==> src/rtl/pulpino_clk_rst_pkg.sv <==
// Shared types and default constants for the PULPino board clock/reset front end.
package pulpino_clk_rst_pkg;

    typedef enum logic {
        HOLD = 1'b0,
        RUN  = 1'b1
    } rst_state_e;

    localparam int DEF_DIV_HALF        = 5;
    localparam int DEF_RST_HOLD_CYCLES = 16;
    localparam int DEF_DEBOUNCE_CYCLES = 1000000;
    localparam int DEF_HB_HALF         = 25000000;

    // Counter width for a 0..n-1 counter, never narrower than one bit.
    function automatic int cnt_width(input int n);
        return (n > 1) ? $clog2(n) : 1;
    endfunction

endpackage

==> src/rtl/pulpino_btn_debounce.sv <==
// Active-low push-button debouncer: 2-flop synchronizer followed by a stable-level counter.
module pulpino_btn_debounce
    import pulpino_clk_rst_pkg::*;
#(
    parameter int DEBOUNCE_CYCLES = DEF_DEBOUNCE_CYCLES
) (
    input  logic clk,
    input  logic rst,
    input  logic btn_n_i,
    output logic level_o
);

    localparam int CNT_W = cnt_width(DEBOUNCE_CYCLES);

    logic [1:0]       sync_q, sync_d;
    logic             level_q, level_d;
    logic [CNT_W-1:0] cnt_q, cnt_d;
    logic             btn_s;

    assign btn_s = sync_q[1];

    always_comb begin
        sync_d  = {sync_q[0], btn_n_i};
        level_d = level_q;
        cnt_d   = cnt_q;
        if (btn_s == level_q) begin
            cnt_d = '0;
        end else if (cnt_q == CNT_W'(DEBOUNCE_CYCLES - 1)) begin
            level_d = btn_s;
            cnt_d   = '0;
        end else begin
            cnt_d = cnt_q + CNT_W'(1);
        end
    end

    // Released button is the idle level, so sync and level reset high.
    always_ff @(posedge clk or posedge rst) begin
        if (rst) begin
            sync_q  <= 2'b11;
            level_q <= 1'b1;
            cnt_q   <= '0;
        end else begin
            sync_q  <= sync_d;
            level_q <= level_d;
            cnt_q   <= cnt_d;
        end
    end

    assign level_o = level_q;

endmodule

==> src/rtl/pulpino_clk_rst_gen.sv <==
// Board clock/reset front end: clock divider, lock-gated core reset stretcher,
// debounced fetch enable and heartbeat LED.
module pulpino_clk_rst_gen
    import pulpino_clk_rst_pkg::*;
#(
    parameter int DIV_HALF        = DEF_DIV_HALF,
    parameter int RST_HOLD_CYCLES = DEF_RST_HOLD_CYCLES,
    parameter int DEBOUNCE_CYCLES = DEF_DEBOUNCE_CYCLES,
    parameter int HB_HALF         = DEF_HB_HALF
) (
    input  logic clk,
    input  logic rst,
    input  logic pll_locked_i,
    input  logic fetch_btn_n_i,
    output logic clk_div_o,
    output logic clk_div_rise_o,
    output logic core_rst_n_o,
    output logic fetch_enable_o,
    output logic heartbeat_o
);

    localparam int DIV_W = cnt_width(DIV_HALF);
    localparam int RST_W = cnt_width(RST_HOLD_CYCLES);
    localparam int HB_W  = cnt_width(HB_HALF);

    logic [DIV_W-1:0] div_cnt_q, div_cnt_d;
    logic             clk_div_q, clk_div_d;
    logic             rise_q, rise_d;
    logic [1:0]       lock_sync_q, lock_sync_d;
    rst_state_e       state_q, state_d;
    logic [RST_W-1:0] rst_cnt_q, rst_cnt_d;
    logic             core_rst_n_q, core_rst_n_d;
    logic             fetch_en_q, fetch_en_d;
    logic [HB_W-1:0]  hb_cnt_q, hb_cnt_d;
    logic             hb_q, hb_d;
    logic             locked_s;
    logic             btn_level;

    pulpino_btn_debounce #(
        .DEBOUNCE_CYCLES(DEBOUNCE_CYCLES)
    ) u_btn_debounce (
        .clk    (clk),
        .rst    (rst),
        .btn_n_i(fetch_btn_n_i),
        .level_o(btn_level)
    );

    assign locked_s = lock_sync_q[1];

    always_comb begin
        div_cnt_d    = div_cnt_q;
        clk_div_d    = clk_div_q;
        rise_d       = 1'b0;
        lock_sync_d  = {lock_sync_q[0], pll_locked_i};
        state_d      = state_q;
        rst_cnt_d    = rst_cnt_q;
        core_rst_n_d = core_rst_n_q;
        hb_cnt_d     = hb_cnt_q;
        hb_d         = hb_q;

        // Divider free-runs independent of lock so the core clock is always alive.
        if (div_cnt_q == DIV_W'(DIV_HALF - 1)) begin
            div_cnt_d = '0;
            clk_div_d = ~clk_div_q;
            rise_d    = ~clk_div_q;
        end else begin
            div_cnt_d = div_cnt_q + DIV_W'(1);
        end

        case (state_q)
            HOLD: begin
                core_rst_n_d = 1'b0;
                if (!locked_s) begin
                    rst_cnt_d = '0;
                end else if (rise_q) begin
                    if (rst_cnt_q == RST_W'(RST_HOLD_CYCLES - 1)) begin
                        state_d      = RUN;
                        core_rst_n_d = 1'b1;
                    end else begin
                        rst_cnt_d = rst_cnt_q + RST_W'(1);
                    end
                end
            end
            RUN: begin
                core_rst_n_d = 1'b1;
                if (!locked_s) begin
                    state_d      = HOLD;
                    rst_cnt_d    = '0;
                    core_rst_n_d = 1'b0;
                end
            end
            default: begin
                state_d      = HOLD;
                rst_cnt_d    = '0;
                core_rst_n_d = 1'b0;
            end
        endcase

        fetch_en_d = (state_q == RUN) & ~btn_level;

        if (hb_cnt_q == HB_W'(HB_HALF - 1)) begin
            hb_cnt_d = '0;
            hb_d     = ~hb_q;
        end else begin
            hb_cnt_d = hb_cnt_q + HB_W'(1);
        end
    end

    always_ff @(posedge clk or posedge rst) begin
        if (rst) begin
            div_cnt_q    <= '0;
            clk_div_q    <= 1'b0;
            rise_q       <= 1'b0;
            lock_sync_q  <= 2'b00;
            state_q      <= HOLD;
            rst_cnt_q    <= '0;
            core_rst_n_q <= 1'b0;
            fetch_en_q   <= 1'b0;
            hb_cnt_q     <= '0;
            hb_q         <= 1'b0;
        end else begin
            div_cnt_q    <= div_cnt_d;
            clk_div_q    <= clk_div_d;
            rise_q       <= rise_d;
            lock_sync_q  <= lock_sync_d;
            state_q      <= state_d;
            rst_cnt_q    <= rst_cnt_d;
            core_rst_n_q <= core_rst_n_d;
            fetch_en_q   <= fetch_en_d;
            hb_cnt_q     <= hb_cnt_d;
            hb_q         <= hb_d;
        end
    end

    assign clk_div_o      = clk_div_q;
    assign clk_div_rise_o = rise_q;
    assign core_rst_n_o   = core_rst_n_q;
    assign fetch_enable_o = fetch_en_q;
    assign heartbeat_o    = hb_q;

endmodule

==> config.mk <==
export PLATFORM = sky130hd
export DESIGN_NAME = pulpino_clk_rst_gen
export DESIGN_NICKNAME = d
export VERILOG_FILES = /design/src/rtl/pulpino_clk_rst_pkg.sv /design/src/rtl/pulpino_btn_debounce.sv /design/src/rtl/pulpino_clk_rst_gen.sv
export SDC_FILE = /design/constraint.sdc
export NUM_CORES = 1
export LEC_CHECK = 0
export CORE_MARGIN = 4
export CORE_UTILIZATION = 62
export DETAILED_ROUTE_END_ITERATION = 7
export DONT_BUFFER_PORTS = 1
export MAX_ROUTING_LAYER = met4
export PLACE_DENSITY = 0.85
export SLEW_MARGIN = 20
export SYNTH_ARGS = -nofsm -noshare
export SYNTH_HDL_FRONTEND = slang
export SYNTH_SLANG_ARGS = --single-unit
==> constraint.sdc <==
create_clock -name clk -period 2.3 [get_ports clk]
set_input_delay 0.575 -clock clk [delete_from_list [all_inputs] [get_ports clk]]
set_output_delay 0.575 -clock clk [all_outputs]
set_load 0.1 [all_outputs]
After elaboration in Yosys (flattened, before gate mapping)
Cells that the tools add are included.
Operators by class
  bitwise operators: 6
  equality and inequality tests: 8
  mux-type cells: 15
  reduce and logical (&&, ||, !) cells: 2
  $add $sub $neg: 4
Operator list (number)
  $mux W20: 2
  $add A25 B1 Y25 const B: 1
  $eq A25 B25 Y1 const B: 1
  $mux W25: 1
  $add A20 B1 Y20 const B: 1
  $eq A20 B20 Y1 const B: 1
  $mux W4: 4
  $pmux W4 S2: 1
  $ne A3 B3 Y1 const B: 2
  $mux W1: 5
  $not A1 Y1: 5
  $add A4 B1 Y4 const B: 1
  $eq A4 B4 Y1 const B: 1
  $add A3 B1 Y3 const B: 1
  $eq A3 B3 Y1 const B: 1
  $mux W3: 1
  $reduce_and A3 Y1: 1
  $ne A2 B2 Y1 const B: 1
  $pmux W1 S2: 1
  $reduce_and A2 Y1: 1
  $and A1 B1 Y1: 1
  $eq A1 B1 Y1: 1
Storage, ports and cells
  bits in registers: 62
  output and inout bits: 5
  logic and storage cells: 47

Depth between registers and ports, before layout
Gate-level depths: netlist (run 1).
  depth in word-level cells: 5
  gate-level depth with buffers: 7

Cells and area by module
A second synthesis (run 1) with hierarchy kept.
Second synthesis, totals
  cells, all modules: 271
  area total of the unflattened synthesis: 2910.3 µm²
By module, submodules not included
  pulpino_clk_rst_gen: area each 1788.0 µm², instances 1, cells an instance 162, seq. area each 975.9 µm²
  pulpino_btn_debounce: area each 1122.3 µm², instances 1, cells an instance 109, seq. area each 579.3 µm²

Worst setup path after synthesis (run 1)
OpenSTA, ideal clock, no wires.
  path kind: reg-to-reg
  start point: register rise_q (netlist: clk_div_rise_o)
  end point: register rst_cnt_q[3]
  path buffers: 0
  cell stages (with the launch flop): 5
  setup slack: 0.324 ns
  data arrival time: 1.858 ns
  period minus slack after synthesis: 1.976 ns
  cells stage by stage: dfrtp_1 nor3b_1 nand4_1 xnor2_1 and2_1
On the way
  longest elaborated chain between the ends: 2
RTL lines
  from (decl): line pulpino_clk_rst_gen.sv:28  | logic rise_q, rise_d;
  from (signal assigned): line pulpino_clk_rst_gen.sv:124  | rise_q <= rise_d;
  $ne A3 B3 Y1 (no source line)
  $reduce_and A3 Y1 (no source line)
  to (signal assigned): line pulpino_clk_rst_gen.sv:127  | rst_cnt_q <= rst_cnt_d;
  to (decl): line pulpino_clk_rst_gen.sv:31  | logic [RST_W-1:0] rst_cnt_q, rst_cnt_d;
Every way passes these cells.
A chain may end at the register's enable or synchronous reset.

Worst setup path in the final report (run 1)
  start point: register hb_cnt_q[0]
  end point: register hb_cnt_q[22]
On the way
  longest elaborated chain between the ends: 2
  elaborated cells on any way between the ends: 3
  classes of those cells: add/sub (1); eq/ne (1); mux (1)
RTL lines
  from (decl): line pulpino_clk_rst_gen.sv:34  | logic [HB_W-1:0] hb_cnt_q, hb_cnt_d;
  from (signal assigned): line pulpino_clk_rst_gen.sv:130  | hb_cnt_q <= hb_cnt_d;
  $add A25 B1 Y25 / $eq A25 B25 Y1 (equally long branches): line pulpino_clk_rst_gen.sv:105, pulpino_clk_rst_gen.sv:101
  $mux W25 *: line pulpino_clk_rst_gen.sv:101  | if (hb_cnt_q == HB_W'(HB_HALF - 1)) begin
  via hb_cnt_d[22]: line pulpino_clk_rst_gen.sv:34
Mark *: on every way through the listed nets, which the timed path passes. The rest lies on a longest branch.

==> impl_metrics.yaml, run 1 <==
detailed_routing:
  first_pass_iters: 4
  antenna_left: 0
  routed_via_density: 5.76
  drt_iter0_markers: 80
  drc: 0
  dr_total_vias: 1871
  totalWireLength_um: 5350
  wl_per_cell_um: 16.5
sta:
  setup_viol: 0
  slew_headroom: 0.601
  finalHoldViolations: 0
  rsz0062_at_grt: "false"
  finalHoldWorstSlack_ns: 0.181
  finalCritPeriodShare: 0.872
  fin_crit_ns: 2.01
  clock_skew_ns: 0.00847
  fmax_mhz: 499
  setup_ws_ns: 0.295
  slew_viol_final: 0
  worstMarginPinSlew_ns: 0.598
  tns_ns: 0
logic_synthesis:
  synth_cells: 254
  synth-warning-count: 0
  syn-num-nets: 263
  synthFlopType: "dfrtp_1"
  yosysUniqueCellTypes: 36
  synthesis.area_um2: 2820
  synth_seq_area_share: 0.551
  syn_area_per_cell_um2: 11.1
  yosys.area_share.simple: 0.251
  synth-adder-area-share: 0.0222
  synth_compound_area_frac: 0.00709
  synth_edf_count: 0
  synth.area.mux_share: 0.0111
  synth_xor_area_frac: 0.140
  async_reset_ff_frac: 1.00
  postSynthRegisterBits: 62
  synth_top_family_by_area: "simple AND/OR/NAND/NOR gates"
setup_path:
  critical_path_arrival_ns: 2.22
  path_class: "flip-flop to flip-flop"
  cp_slowest_cell: "nor4_4"
  cp-end-kind: "flip-flop"
  slowest_delay_ns: 0.48
  cp_cell_sequence: "ha_1 -> nand3_1 -> nor4_4 -> nand4_1 -> xor2_1 -> nor2_1"
  cp.required_ns: 2.51
  start_kind: "flip-flop"
  crit_fanout: 6
  regToRegSetupSlack_ns: 0.29
clock_tree:
  cts.htree.levels: 3
  post_cts_resized: 0
  cts_buffer_depth: 2
  root_buffer: "clkbuf_8"
  tritoncts: "done"
  postCtsSetupBuffers: 0
  clkTransAtPathRegs_ns: 0.07
  clock_sinks: 62
  cts_hold_buf: 0
  cts_buffers: 9
  clock_latency_ns: 0.34
floorplan:
  num_io_pins: 9
  dieHeight_um: 75.5
  rows: 24
  die_w_um: 75.5
  start_util: 0.644
  die_area_um2: 5700
  core_area_um2: 4380
final_layout:
  regArea_um2: 1560
  final_util: 0.719
  fillers: 307
  finalNonFillerCells: 325
  area_delta_synth_final_pct: 11.7
  antennaDiodeCount: 0
  layout-drive-gt1-share: 0.139
  final_area_um2: 3150
  fin_nets: 277
  multi_input_area_um2: 1220
status:
  status: "finished clean"
power_and_ir_drop:
  power_density_nw_per_um2: 716
  leakage_nw: 1.53
  p_total_mw: 2.26
  ir_worst_vdd_mv: 0.558
place:
  post_dp_cell_area_um2: 2920
  dpl_worst_slack_ns: 0.348
  dp.cells: 309
  hpwl_um: 3360
  gp_congestion: 0.884
  port_buffers: 0
grt:
  grt_pass1_vias: 1938
  grt_use_total: 0.225
  antenna_found_initial: 0
  grt_max_degree: 37
  gr-total-overflow: 0
  grt_pass1_wl_um: 9120
run:
  cap_violations: 0
min_path:
  hold_class: "input port to asynchronous set/reset pin"
==> cells in the mapped netlist, types with 3 or more instances <==
cell / number / area share
and2_1: 4 / 0.0089
and3_1: 5 / 0.011
and4_1: 3 / 0.0093
dfrtp_1: 59 / 0.52
dfstp_2: 3 / 0.028
ha_1: 5 / 0.022
inv_1: 5 / 0.0066
nand2_1: 16 / 0.021
nand3_1: 19 / 0.034
nand3_2: 3 / 0.011
nand3b_1: 3 / 0.0080
nand4_1: 8 / 0.018
nor2_1: 43 / 0.057
nor2b_1: 4 / 0.0089
xnor2_1: 17 / 0.053
xor2_1: 28 / 0.087
==> flip-flops by register name, indices dropped and copies added (netlist names) <==
register and cells:
hb_cnt_q 25, u_btn_debounce.cnt_q 20, lock_sync_q 2, clk_div_rise_o 1
fetch_enable_o 1, u_btn_debounce.level_o 1, rst_cnt_q 4, clk_div_o 1
heartbeat_o 1, core_rst_n_o 1, u_btn_debounce.sync_q 2, div_cnt_q 3
==> where the power goes <==
part	internal (mW)	leakage [nW]	switching, mW
logic	0.0100	0.581	0.0303
clock network	0.698	0.120	0.413
registers	1.10	0.825	0.00761
==> final cells by class <==
class                   instances  share of cell area
multi-input cells             183               0.386
clock buffers                  13              0.0536
clock inverters                 3              0.0206
repair buffers                  7              0.0206
inverters                       5             0.00595
well taps                      52              0.0206
flip-flops and latches         62               0.493
==> final timing paths <==
check / startpoint / end / cells after the start
max: hb_cnt_q[0] / hb_cnt_q[22] / 6
min: rst / hb_cnt_q[3] / 1
max reg2reg: hb_cnt_q[0] / hb_cnt_q[22] / 6
min reg2reg: u_btn_debounce.sync_q[0] / u_btn_debounce.sync_q[1] / 0
max in group asynchronous: rst / u_btn_debounce.sync_q[1] / 2
min in group clk: fetch_btn_n_i / u_btn_debounce.sync_q[0] / 0
==> cells in the final DEF, fill, tap and decap left out, types with 2 or more instances in the layout <==
cell type	count
dfstp_2	3
ha_1	5
and2_1	4
nand3_2	3
and4b_1	2
a21oi_1	2
nor2b_1	4
nand3b_1	3
inv_1	4
clkbuf_8	12
nor3_1	2
o21ai_0	2
nand2_1	16
dfrtp_1	59
nand3_1	19
and4_1	3
nor4_1	2
nor4_4	2
xnor2_1	17
nand4_1	8
mux2i_1	2
and3_1	5
xor2_1	28
nor2_1	43
buf_4	6
bufinv_16	2
==> worst max-delay path: cells and delay by family, from the launching register on <==
kind / cells / cell delay, ns
flops: 1 / 0.44
fa+ha+maj: 1 / 0.23
xor+xnor: 1 / 0.21
simple gates: 4 / 1.00
==> cell families (layout without fill, tap and decap cells) <==
group                    count (synthesis)  count (layout)
buffers and inverters                    9              28
AND/OR/NAND/NOR                        126             126
AO/OA/AOI/OAI                            4               4
multiplexers                             3               3
XOR/XNOR                                45              45
adder cells (fa/ha/maj)                  5               5
flip-flops                              62              62
==> metal layers <==
metal	vias up	wire length, µm	part of all wire	global-route usage
li1	881	-	-	-
met1	944	2290	0.43	0.264
met2	36	2760	0.52	0.360
met3	10	179	0.033	0.0686
met4	0	123	0.023	0.0990
met5	-	0	0	-
Note: power is estimated with default switching activity, not from simulation.
==> inputs of run 2 (changes only) <==
CORE_UTILIZATION = 37   (was 62)
PLACE_DENSITY = 0.58   (was 0.85)
==> run 2 against run 1 <==
Effect of this change: non-clock buffer count is 1 higher; cell area increased by 2.1%; global-route usage fell by 9.8 points; worst setup slack gained 0.035 ns; clock power about the same; combinational power is essentially flat; first-iteration DRC count increased by 14%; die area up 60%; critical endpoint is now hb_cnt_q[5]; largest cell class unchanged.
==> impl_metrics.yaml, run 2 (same netlist as run 1, synthesis figures left out) <==
status:
  status: "finished clean"
clock_tree:
  cts_hold_buf: 0
  cts.htree.levels: 3
  tritoncts: "done"
  clock_latency_ns: 0.33
  cts_buffers: 9
  clkTransAtPathRegs_ns: 0.07
  cts_buffer_depth: 2
  post_cts_resized: 0
  root_buffer: "clkbuf_8"
  postCtsSetupBuffers: 0
  clock_sinks: 62
setup_path:
  critical_path_arrival_ns: 2.19
  cp_slowest_cell: "and4b_1"
  cp_cell_sequence: "ha_1 -> nand3_1 -> nor2_1 -> and4b_1 -> buf_4 -> nor2_1"
  crit-reg2reg-launch: "hb_cnt_q[0]"
  crit_path_frequent_cell: "nor2_1"
  r2r-end: "hb_cnt_q[5]"
  rr_worst_depth: 6
  start_kind: "flip-flop"
  cp.required_ns: 2.52
  cp-end-kind: "flip-flop"
  worst-path-buf-inv: 1
  regToRegSetupSlack_ns: 0.33
  path_class: "flip-flop to flip-flop"
  crit_fanout: 12
  slowest_delay_ns: 0.53
  crit_family: "simple AND/OR/NAND/NOR gates"
final_layout:
  area_delta_synth_final_pct: 14.1
  fin_nets: 278
  largest_register_ffs: 25
  final_common_cell: "dfrtp_1"
  regMostFlops: "hb_cnt_q"
  layout-drive-gt1-share: 0.142
  final_area_um2: 3220
  finalNonFillerCells: 373
  multi_input_area_um2: 1220
  top_regs: "hb_cnt_q x25, u_btn_debounce.cnt_q x20, rst_cnt_q x4"
  final_util: 0.439
  layout_common_cells: "dfrtp_1 (59), nor2_1 (43), xor2_1 (28)"
  antennaDiodeCount: 0
  regArea_um2: 1560
  fillers: 661
detailed_routing:
  totalWireLength_um: 4760
  routed_via_density: 4.77
  drt_iter0_markers: 91
  routed.top_layer: "met4"
  antenna_left: 0
  dr_total_vias: 1781
  met1_length_um: 2450
  wl_per_cell_um: 12.8
  first_pass_iters: 4
  drc: 0
  wl_met3_um: 181
  met2WireLength_um: 2100
place:
  post_dp_cell_area_um2: 2990
  hpwl_um: 3200
  gp_congestion: 0.756
  dpl_worst_slack_ns: 0.337
  port_buffers: 0
  dp.cells: 357
floorplan:
  die_w_um: 95.3
  die_area_um2: 9090
  dieHeight_um: 95.3
  core_area_um2: 7330
  start_util: 0.385
  num_io_pins: 9
  rows: 31
sta:
  finalHoldViolations: 0
  slew_viol_final: 0
  fmax_mhz: 508
  finalCritPeriodShare: 0.857
  slew_headroom: 0.590
  tns_ns: 0
  setup_ws_ns: 0.330
  clock_skew_ns: 0.00761
  fin_crit_ns: 1.97
  worstMarginPinSlew_ns: 0.614
  setup_viol: 0
  finalHoldWorstSlack_ns: 0.205
  rsz0062_at_grt: "false"
run:
  cap_violations: 0
power_and_ir_drop:
  leakage_nw: 1.53
  power_density_nw_per_um2: 696
  ir_worst_vdd_mv: 0.408
  p_total_mw: 2.24
grt:
  antenna_found_initial: 0
  grt_max_degree: 36
  grt_pass1_vias: 1822
  grt_use_total: 0.128
  grt_pass1_wl_um: 8610
  gr-total-overflow: 0
min_path:
  hold_class: "input port to asynchronous set/reset pin"
run 2: cell count changes in the layout (fill, tap and decap cells not counted), sizes merged:
cell and change:
buf +1
run 2: area by class of cell:
| type | instances | share of cell area |
|---|---|---|
| Sequential cell | 62 | 0.483 |
| Multi-Input combinational cell | 183 | 0.378 |
| Clock buffer | 13 | 0.0524 |
| Tap cell | 99 | 0.0385 |
| Timing Repair Buffer | 8 | 0.0225 |
| Clock inverter | 3 | 0.0202 |
| Inverter | 5 | 0.00583 |
run 2: routing by layer:
layer,vias to the layer above,global-route usage
met3,4,0.0521
met1,873,0.165
met4,0,0.0433
li1,878,-
met5,-,-
met2,26,0.181
run 2: worst max-delay path by stage:
stage | startpoint | end | slack (ns) | cells after the start
3_5_place_dp | hb_cnt_q[0] | hb_cnt_q[5] | 0.34 | 6
6_report | hb_cnt_q[0] | hb_cnt_q[5] | 0.33 | 6
2_1_floorplan | rst | clk_div_o | 0.19 | 1
4_1_cts | hb_cnt_q[0] | hb_cnt_q[5] | 0.33 | 6
5_1_grt | hb_cnt_q[0] | hb_cnt_q[5] | 0.15 | 6
3_3_place_gp | u_btn_debounce.cnt_q[12] | u_btn_debounce.cnt_q[17] | 0.42 | 5
run 2: report_power, final:
part           total, mW  internal (mW)  switching, mW
logic             0.0405        0.00996         0.0305
clock network       1.09          0.698          0.394
registers           1.11           1.10        0.00792
run 2: worst register-to-register path: stages, from the launching register on:
cell     delay [ns]
dfrtp_1        0.42
ha_1           0.21
nand3_1        0.21
nor2_1         0.22
and4b_1        0.53
buf_4          0.23
nor2_1         0.05
